### config.mk
export PLATFORM = sky130hd
export DESIGN_NAME = axil_reg_master
export DESIGN_NICKNAME = d
export VERILOG_FILES = /design/src/rtl/axil_reg_master_pkg.sv /design/src/rtl/axil_reg_master.sv
export SDC_FILE = /design/constraint.sdc
export NUM_CORES = 1
export LEC_CHECK = 0
export ABC_AREA = 1
export CAP_MARGIN = 20
export CORE_UTILIZATION = 45
export CTS_BUF_LIST = sky130_fd_sc_hd__clkbuf_2 sky130_fd_sc_hd__clkbuf_4 sky130_fd_sc_hd__clkbuf_8
export CTS_CLUSTER_SIZE = 30
export DETAILED_ROUTE_END_ITERATION = 7
export PLACE_DENSITY = 0.91
export SETUP_SLACK_MARGIN = 0.1
export SYNTH_ARGS = -nofsm -noshare
export SYNTH_HDL_FRONTEND = slang
export SYNTH_SLANG_ARGS = --single-unit
export TNS_END_PERCENT = 20
### constraint.sdc
create_clock -name clk -period 4.2 [get_ports clk]
set_input_delay 0.42 -clock clk [delete_from_list [all_inputs] [get_ports clk]]
set_output_delay 0.42 -clock clk [all_outputs]
set_load 0.01 [all_outputs]
### src/rtl/axil_reg_master_pkg.sv
// Shared constants and types for the AXI4-Lite to register-bus bridge.
package axil_reg_master_pkg;

   localparam int unsigned RegAddrW = 16;
   localparam int unsigned RegDataW = 64;

   localparam logic [1:0] RespOkay   = 2'b00;
   localparam logic [1:0] RespSlverr = 2'b10;

   typedef enum logic [2:0] {
      StIdle,
      StWrIssue,
      StWrResp,
      StRdIssue,
      StRdWait,
      StRdResp
   } state_e;

endpackage

### src/rtl/axil_reg_master.sv
// AXI4-Lite slave port driving a register bus: one-cycle write strobe, fixed-latency reads,
// one access outstanding, round-robin between a full write pair and a pending read.
module axil_reg_master
   import axil_reg_master_pkg::*;
#(
   parameter int unsigned RD_LATENCY = 1
) (
   input  logic                  clk,
   input  logic                  rst,

   input  logic [RegAddrW-1:0]   s_axil_awaddr,
   input  logic                  s_axil_awvalid,
   output logic                  s_axil_awready,

   input  logic [RegDataW-1:0]   s_axil_wdata,
   input  logic [RegDataW/8-1:0] s_axil_wstrb,
   input  logic                  s_axil_wvalid,
   output logic                  s_axil_wready,

   output logic [1:0]            s_axil_bresp,
   output logic                  s_axil_bvalid,
   input  logic                  s_axil_bready,

   input  logic [RegAddrW-1:0]   s_axil_araddr,
   input  logic                  s_axil_arvalid,
   output logic                  s_axil_arready,

   output logic [RegDataW-1:0]   s_axil_rdata,
   output logic [1:0]            s_axil_rresp,
   output logic                  s_axil_rvalid,
   input  logic                  s_axil_rready,

   output logic                  o_reg_wen,
   output logic [RegAddrW-1:0]   o_reg_waddr,
   output logic [RegDataW-1:0]   o_reg_wdata,
   output logic                  o_reg_ren,
   output logic [RegAddrW-1:0]   o_reg_raddr,
   input  logic [RegDataW-1:0]   i_reg_rdata
);

   state_e                  state;
   logic                    aw_full, w_full;
   logic [RegAddrW-1:0]     aw_addr;
   logic [RegDataW-1:0]     w_data;
   logic [RegDataW/8-1:0]   w_strb;
   logic                    last_rd;
   logic                    wr_ok;
   logic [3:0]              cnt;

   logic wr_pair, grant_wr, wr_legal, rd_legal;

   assign wr_pair  = aw_full & w_full;
   assign wr_legal = (aw_addr[2:0] == 3'b000) && (w_strb == '1);
   assign rd_legal = (s_axil_araddr[2:0] == 3'b000);

   // On contention the side that did not win last time goes first.
   assign grant_wr       = (state == StIdle) & wr_pair & (~s_axil_arvalid | last_rd);
   assign s_axil_arready = ~rst & (state == StIdle) & s_axil_arvalid & ~(wr_pair & last_rd);
   assign s_axil_awready = ~rst & ~aw_full;
   assign s_axil_wready  = ~rst & ~w_full;

   always_ff @(posedge clk) begin
      if (rst) begin
         state         <= StIdle;
         aw_full       <= 1'b0;
         w_full        <= 1'b0;
         aw_addr       <= '0;
         w_data        <= '0;
         w_strb        <= '0;
         last_rd       <= 1'b1;
         wr_ok         <= 1'b0;
         cnt           <= '0;
         s_axil_bvalid <= 1'b0;
         s_axil_bresp  <= '0;
         s_axil_rvalid <= 1'b0;
         s_axil_rresp  <= '0;
         s_axil_rdata  <= '0;
         o_reg_wen     <= 1'b0;
         o_reg_waddr   <= '0;
         o_reg_wdata   <= '0;
         o_reg_ren     <= 1'b0;
         o_reg_raddr   <= '0;
      end else begin
         if (s_axil_awvalid && s_axil_awready) begin
            aw_full <= 1'b1;
            aw_addr <= s_axil_awaddr;
         end
         if (s_axil_wvalid && s_axil_wready) begin
            w_full <= 1'b1;
            w_data <= s_axil_wdata;
            w_strb <= s_axil_wstrb;
         end

         case (state)
            StIdle: begin
               if (grant_wr) begin
                  state     <= StWrIssue;
                  last_rd   <= 1'b0;
                  wr_ok     <= wr_legal;
                  o_reg_wen <= wr_legal;
                  if (wr_legal) begin
                     o_reg_waddr <= aw_addr;
                     o_reg_wdata <= w_data;
                  end
               end else if (s_axil_arready) begin
                  state     <= StRdIssue;
                  last_rd   <= 1'b1;
                  o_reg_ren <= rd_legal;
                  if (rd_legal) o_reg_raddr <= s_axil_araddr;
               end
            end
            StWrIssue: begin
               o_reg_wen     <= 1'b0;
               aw_full       <= 1'b0;
               w_full        <= 1'b0;
               s_axil_bvalid <= 1'b1;
               s_axil_bresp  <= wr_ok ? RespOkay : RespSlverr;
               state         <= StWrResp;
            end
            StWrResp: begin
               if (s_axil_bready) begin
                  s_axil_bvalid <= 1'b0;
                  state         <= StIdle;
               end
            end
            StRdIssue: begin
               // A set read strobe doubles as the legality flag for this access.
               o_reg_ren <= 1'b0;
               if (o_reg_ren) begin
                  cnt   <= 4'd1;
                  state <= StRdWait;
               end else begin
                  s_axil_rvalid <= 1'b1;
                  s_axil_rdata  <= '0;
                  s_axil_rresp  <= RespSlverr;
                  state         <= StRdResp;
               end
            end
            StRdWait: begin
               if (cnt == 4'(RD_LATENCY)) begin
                  cnt           <= '0;
                  s_axil_rvalid <= 1'b1;
                  s_axil_rdata  <= i_reg_rdata;
                  s_axil_rresp  <= RespOkay;
                  state         <= StRdResp;
               end else begin
                  cnt <= cnt + 4'd1;
               end
            end
            StRdResp: begin
               if (s_axil_rready) begin
                  s_axil_rvalid <= 1'b0;
                  state         <= StIdle;
               end
            end
            default: state <= StIdle;
         endcase
      end
   end

endmodule

; ---- Word level (Yosys, flattened, before mapping)
; Cells that the tools add are included.
[classes]
n_addsub = 1
n_eq_ne = 16
n_mux = 30
n_bitwise = 16
n_reduce_logical = 24
[op_table]
columns = cell, count
row1 = $mux W64, 2
row2 = $pmux W64 S2, 1
row3 = $pmux W3 S6, 1
row4 = $ne A2 B2 Y1 const B, 8
row5 = $mux W3, 5
row6 = $reduce_and A4 Y1, 3
row7 = $mux W1, 10
row8 = $reduce_and A2 Y1, 5
row9 = $reduce_bool A2 Y1, 5
row10 = $and A1 B1 Y1, 9
row11 = $logic_not A3 Y1, 3
row12 = $reduce_and A3 Y1, 3
row13 = $eq A8 B8 Y1 const B, 1
row14 = $mux W4, 2
row15 = $pmux W4 S2, 1
row16 = $eq A3 B2 Y1 const B, 2
row17 = $eq A3 B3 Y1 const B, 2
row18 = $mux W2, 3
row19 = $not A1 Y1, 6
row20 = $pmux W1 S2, 3
row21 = $add A4 B1 Y4 const B, 1
row22 = $eq A4 B1 Y1 const B, 1
row23 = $pmux W2 S2, 1
row24 = $eq A3 B1 Y1 const B, 1
row25 = other kinds (6), 8
[totals]
register_bits = 267
in_bits = 175
out_inout_bits = 171
word_cells = 106

; ---- Logic depth before layout (Yosys ltp)
[depth]
depth_word = 7
ltp_mapped = 10
ltp_nobuf = 9

; ---- Worst setup path before layout
; Ideal clock, no wire load.
[synth_path]
path_kind = input -> register
start = in rst
end = reg o_reg_raddr[10]
setup_time_ns = 0.071
arrival_time_ns = 1.442
t_required_ns = 4.129
slack_ns = 2.687
cell_stages = 9
n_path_buf = 2
path_cell_list = buf_2 nor2_1 o21ai_1 nor2_4 nand2_2 inv_2 buf_4 nand2_1 a21oi_1
[synth_via]
elab_chain_len = 5
[synth_lines]
columns = element, line
row1 = "start, declared", axil_reg_master.sv:9  ; input logic rst,
row2 = $not A1 Y1, axil_reg_master.sv:58  ; assign s_axil_arready = ~rst & (state == StIdle) & s_axil_arvalid & ~(wr_pair & last_rd);
row3 = $and A1 B1 Y1 (3 in series), axil_reg_master.sv:58
row4 = net s_axil_arready, axil_reg_master.sv:26  ; output logic s_axil_arready,
row5 = $reduce_and A4 Y1 (no source line), n/a
row6 = "end signal, assigned", axil_reg_master.sv:109  ; if (rd_legal) o_reg_raddr <= s_axil_araddr;
row7 = "end, declared", axil_reg_master.sv:37  ; output logic [RegAddrW-1:0] o_reg_raddr,
; The timed path passes the listed nets, and every way through them passes these cells.
; A chain may end at the register's enable or synchronous reset.

; ---- Worst setup path after layout
[layout_path]
start = reg state[1]
end = reg s_axil_rdata[12]
[layout_via]
elab_chain_len = 3
word_cells_on_any_way = 7
cone_classes = eq/ne (4) / mux (1) / reduce/logical (2)
[layout_lines]
columns = element, line
row1 = "start, declared", axil_reg_master.sv:41  ; state_e state;
row2 = "start signal, assigned", axil_reg_master.sv:64  ; state <= StIdle;
row3 = "start signal, assigned", axil_reg_master.sv:97  ; state <= StWrIssue;
row4 = "start signal, assigned", axil_reg_master.sv:106  ; state <= StRdIssue;
row5 = $eq A3 B3 Y1 or $eq A3 B2 Y1 (tied branches), axil_reg_master.sv:94  ; case (state)
row6 = $ne A2 B2 Y1 (no source line) or $reduce_bool A2 Y1 (tied branches), n/a
row7 = $reduce_and A3 Y1 (no source line), n/a
row8 = "end signal, assigned", axil_reg_master.sv:143  ; s_axil_rdata <= i_reg_rdata;
row9 = "end, declared", axil_reg_master.sv:28  ; output logic [RegDataW-1:0] s_axil_rdata,
; Several ways; a longest one is shown, not always the timed one.

==> flow_summary.yaml <==
timing:
  minimum_clock_period_ns: 2.54
  worst_pin_slew_ns: 0.767
  hold_viol_final: 0
  setup-tns-final_ns: 0
  worst_slew_margin_rel_pct: 48.8
  grt_setup_unrepaired: "false"
  maxClockFrequency_mhz: 393
  post-route-worst-setup-slack_ns: 1.66
  report.final.setup_viol: 0
  maxSlewViolCount: 0
  min_period_over_period_pct: 60.6
  final_worst_clock_skew_ns: 0.0152
logic_synthesis:
  synth.distinct_cells: 33
  synthFlopType: "dfxtp_1"
  netlist_area_sq_um: 9490
  synth_edf_count: 0
  synthesized_instance_count: 1211
  proportion_of_register_bits_with_asynchronous_set_or_reset_after_synthesis_pct: 0
  synth_area_leaders: "dfxtp_1 (56%), o21ai_0 (11%), nor2_1 (9.5%), nand2_1 (9.3%), a21oi_1 (4.7%)"
  post-synth-top-area-cell: "dfxtp_1"
  synth_top_area_share_pct: 55.9
  yosys_register_bits: 265
  syn_avg_cell_area_sq_um: 7.84
  sequential_share_of_the_synthesized_area_pct: 55.9
  ys.warnings.count: 0
setup_path:
  timing.setup.critical_path_class: "reg -> reg"
  critical-path-max-stage-delay_ns: 0.53
  crit_required_ns: 4.65
  slowest_stage: "buf_4"
  critPathLaunchType: "flip-flop"
  r2r_cells: 9
  setup_slack_reg_to_reg_ns: 1.66
  timing.critical_path.cells: "inv_2 -> nand2_1 -> nor2_4 -> buf_4 -> nand2_2 -> nand2_2 -> buf_4 -> o21ai_0 -> nor2_1"
  critical_path.endpoint_type: "flip-flop"
  worstReg2RegEnd: "s_axil_rdata[12]"
  timing.critical_path.fanout_max: 69
  worstPathArrival_ns: 2.99
  reg2reg_from: "state[1]"
power_and_ir_drop:
  share_comb_of_total_power_pct: 17.9
  switching_share_pct: 26.8
  vdd_ir_drop_max_mv: 0.301
  total_internal_power_mw: 4.45
  power.total_mw: 6.08
  power.share.clock_pct: 34.6
  power_per_cell_area_nw_per_um2: 440
  power.net_switching_mw: 1.63
  sequential_power_share_pct: 47.5
  p_leak_nw: 5.24
clocking:
  cts.clk_slew.worst_paths_ns: 0.06
  tritoncts.num_buffers: 43
  htree_num_levels: 2
  clock-sinks: 265
  cts_tree: "built"
  post-cts-setup-buffers: 0
  cts-root-to-sink-buffers: 3
  insertion_delay_ns: 0.52
  cts-resized-gates: 0
  hold_buffers: 0
  cts_root_buffer: "clkbuf_8"
floorplanning:
  dieArea_sq_um: 21700
  dieHeight_um: 147
  die-width_um: 147
  design.core.area_sq_um: 20400
  pin_count: 346
  start_util_pct: 46.5
  placementRows: 52
detailed_routing:
  detail-route-antenna-nets: 0
  drt_drc_violations_left: 0
  dr_total_vias: 9318
  drt-total-wl_um: 28000
  drt_iter0_drc: 421
  routed_wire_length_per_instance_um: 15.4
  firstDrtPassIters: 5
  routed_via_density: 5.12
hold_path:
  startpoint_of_the_lowest_slack_hold_path: "o_reg_waddr[2]"
  number_of_cells_on_the_worst_hold_path: 2
  timing.hold.worst.class: "reg -> reg"
  hold_path_end: "o_reg_waddr[2]"
run:
  max_cap_viol: 0
placement:
  detailed_place.area_sq_um: 13000
  io_buffers: 343
  dp.final_hpwl_um: 18900
  gpl.final_weighted_congestion: 0.825
  dpl_worst_slack_ns: 1.64
  numPlacedInstances: 1752
finish:
  final_design_area_no_fill_sq_um: 13800
  drive_above_1_share_pct: 6.65
  instances_no_fill: 1821
  area_added_between_synthesis_and_finish_pct: 45.6
  layout.nets: 1705
  layout.filler_cells: 1578
grt:
  grt_remaining_overflow: 0
  initial_antenna_violation_count: 1
  grt_pass1_vias: 9065
  gr-usage-all-layers_pct: 25.0
  grt_first_pass_wirelength_um: 44100
  grt_max_degree: 105
run_status:
  status: "complete, no violations"
==> layout by cell type (no fill, tap or decap), drive strengths merged, types with 3 or more instances in the layout <==
master,instances
a21oi,89
o21ai,231
nand2,239
nand3,9
clkinv,3
dfxtp,265
clkdlybuf4s50,343
clkbuf,62
buf,16
nor2,245
inv,24
nand4,4
==> how the worst max path moves through the flow <==
stage | slack, ns | cells after the start | startpoint | to
2_1_floorplan | 2.69 | 9 | rst | o_reg_raddr[10]
3_3_place_gp | 1.76 | 8 | s_axil_arvalid | o_reg_waddr[12]
3_5_place_dp | 1.64 | 8 | s_axil_arvalid | o_reg_wdata[24]
4_1_cts | 1.65 | 9 | state[1] | s_axil_rdata[12]
5_1_grt | 1.40 | 9 | state[1] | s_axil_rdata[58]
6_report | 1.66 | 9 | state[1] | s_axil_rdata[12]
==> power groups by stage <==
stage | logic [mW] | clock network, mW | registers (mW)
after floorplan | 0.512 | 0 | 2.95
after global placement | 1.05 | 0 | 2.92
after detailed placement | 1.07 | 0 | 2.93
after CTS | 1.09 | 2.14 | 2.88
after global routing | 1.20 | 2.27 | 2.91
final | 1.09 | 2.10 | 2.89
==> layout make-up <==
class,instances,area (sq um),area share [%]
Sequential cell,265,5310,38.4
Multi-Input combinational cell,835,3690,26.7
Timing Repair Buffer,359,3590,26.0
Clock buffer,62,772,5.58
Tap cell,270,338,2.44
Inverter,24,95.1,0.688
Clock inverter,5,30.0,0.217
Antenna cell,1,2.50,0.0181
==> per-layer routing <==
metal / wire (um) / vias to the layer above / global-route usage, %
met5: 0 / - / 0
met4: 986 / 0 / 10.5
met3: 2540 / 78 / 7.08
met2: 13900 / 399 / 44.8
met1: 10600 / 4289 / 27.7
li1: - / 4552 / -
==> worst max-delay path, delay by kind of cell, from the launching register on <==
family | cells | cell delay, ns
buffers and inverters | 3 | 1.07
and+or+nand+nor | 5 | 0.86
DFF | 1 | 0.36
AOI/OAI and AO/OA | 1 | 0.17
==> flip-flops by register name, summed over array words and instances (netlist names) <==
signal,flops
aw_addr,16
aw_full,1
cnt,4
last_rd,1
o_reg_raddr,16
o_reg_ren,1
o_reg_waddr,16
o_reg_wdata,64
o_reg_wen,1
s_axil_bresp,1
s_axil_bvalid,1
s_axil_rdata,64
s_axil_rresp,1
s_axil_rvalid,1
state,3
w_data,64
w_full,1
w_strb,8
wr_ok,1
==> cell usage after synthesis, drive strengths merged, types with 4 or more instances <==
master	instances
a21oi	89
buf	39
clkbuf	49
dfxtp	265
inv	24
nand2	239
nand3	9
nand4	4
nor2	245
o21ai	231
==> through the flow <==
stage | hold slack [ns] | utilization (%)
6_report | 0.442 | 67.7
5_1_grt | 0.443 | 67.7
4_1_cts | 0.429 | 67.6
3_5_place_dp | 0.434 | 63.6
3_3_place_gp | 0.428 | 63.6
2_1_floorplan | 0.439 | -
==> kinds of logic after synthesis <==
| kind of cell | Yosys count | synth area share (%) |
|---|---|---|
| other | 1 | 0.0395 |
| DFF | 265 | 55.9 |
| AOI/OAI and AO/OA | 325 | 17.3 |
| buffers and inverters | 112 | 5.38 |
| xor gates and xnor gates | 1 | 0.0923 |
| adders and majority gates | 2 | 0.264 |
| and+or+nand+nor | 505 | 21.1 |
Note: power is estimated with default switching activity, not from simulation.
==> variant, RTL diff (config.mk and constraints unchanged) <==
`RegDataW`: 64 -> 128.
--- a/src/rtl/axil_reg_master_pkg.sv
+++ b/src/rtl/axil_reg_master_pkg.sv
@@ -3,5 +3,5 @@
 
    localparam int unsigned RegAddrW = 16;
-   localparam int unsigned RegDataW = 64;
+   localparam int unsigned RegDataW = 128;
 
    localparam logic [1:0] RespOkay   = 2'b00;
Ports: changed (5 resized); port bits go from 346 to 610. The function was not compared with the original's and may differ.
==> variant against the unedited design <==
- routed wire length up 120%
- synthesized area grew 84%
- sequential cell count grew 200
- power rose by 85%
- final area increased by 82%
- setup slack worse by 0.38 ns
- combinational power rose by 87%
- synthesized cell count up 86%
- largest power group unchanged
- highest routed layer is now met5
==> variant: results (changes against the unedited design) <==
The worst hold path begins at s_axil_araddr[5]. Worst hold slack after final layout: 0.355 ns (-0.0862 ns). The number of cells on the worst hold path is 3 (+1), and the post-synthesis instance total is 2,252 (+86%).

The largest registers in the layout are o_reg_wdata x128, s_axil_rdata x128, w_data x128. The worst hold path belongs to the class in2reg. The logs give 3,345 (+84%) for the post-route non-filler standard cell count and 53.3% (-2.6 points) for the part of the Yosys area used for sequential elements.

The power per cell area came out at 447 nW/um2 (+1.7%). For the number of unique standard cell types used by synthesis, the log shows 32 (-3.0%). The sum of net half-perimeters after detailed placement is 40,700 um (+120%), and the met2 track demand over resource in global routing is 49.2% (+4.4 points). Met1 wire length: 21,600 um (+100%). The placed instance count was 3,206 (+83%); the standard cell area after detailed placement was 23,500 um2 (+80%). The met2 wire length is 29,500 um (+110%), and the final cycle utilization of the critical path is 69.5% (+9.0 points).

For the wire length of the first global-routing pass, the log shows 92,600 um (+110%). The run finished with clean final reports. The run gives 29.9% (+4.9 points) as the overall global routing resource usage. The setup skew after layout was 0.0243 ns (+0.00908 ns).

Clock latency of the later-clocked register in the worst-skew pair: 0.63 ns (+0.11 ns). The run gives 9.71 nW (+85%) as the leakage component of the power. The number of nets in the layout is 3,086 (+81%), and the arrival time reported for the critical path endpoint is 3.46 ns (+0.47 ns). The net switching fraction of the power is 27.6% (+0.80 points), and the number of port buffers is 607 (+77%).

The logs give 2,854 (+81%) for the number of fill cells in the layout and 6310 um (+150%) for the sum of met3 wire segment lengths after detailed routing. In the synthesized netlist, the cells that appear most often are 465 x dfxtp_1, 432 x nor2_1, 386 x nand2_1, 165 x inv_1, 153 x a21oi_1.
variant: cell count changes after synthesis, sizes merged:
| cell | change |
|---|---|
| dfxtp | +200 |
| nor2 | +192 |
| nand2 | +149 |
| inv | +145 |
| nand3 | +142 |
| o31ai | +141 |
| o21ai | -82 |
| buf | +72 |
| a21oi | +64 |
| clkbuf | +18 |
| clkinv | +1 |
| nand3b | -1 |
variant: worst max-delay path, stage by stage, from the launching register on:
cell and delay, ns:
dfxtp_1 0.35, inv_2 0.11, nand2_1 0.09, nor2_4 0.09, buf_4 0.33, nand2_1 0.22
nand2_4 0.50, buf_4 0.64, o21ai_0 0.23, nor2_1 0.22
variant: final cells by class:
class | count | area [um2] | area share (%)
well taps | 511 | 639 | 2.55
multi-input cells | 1440 | 6630 | 26.4
repair buffers | 621 | 6250 | 24.9
flip-flops and latches | 465 | 9310 | 37.1
inverters | 170 | 651 | 2.59
diodes | 5 | 12.5 | 0.0498
clock buffers | 112 | 1420 | 5.64
clock inverters | 21 | 194 | 0.773
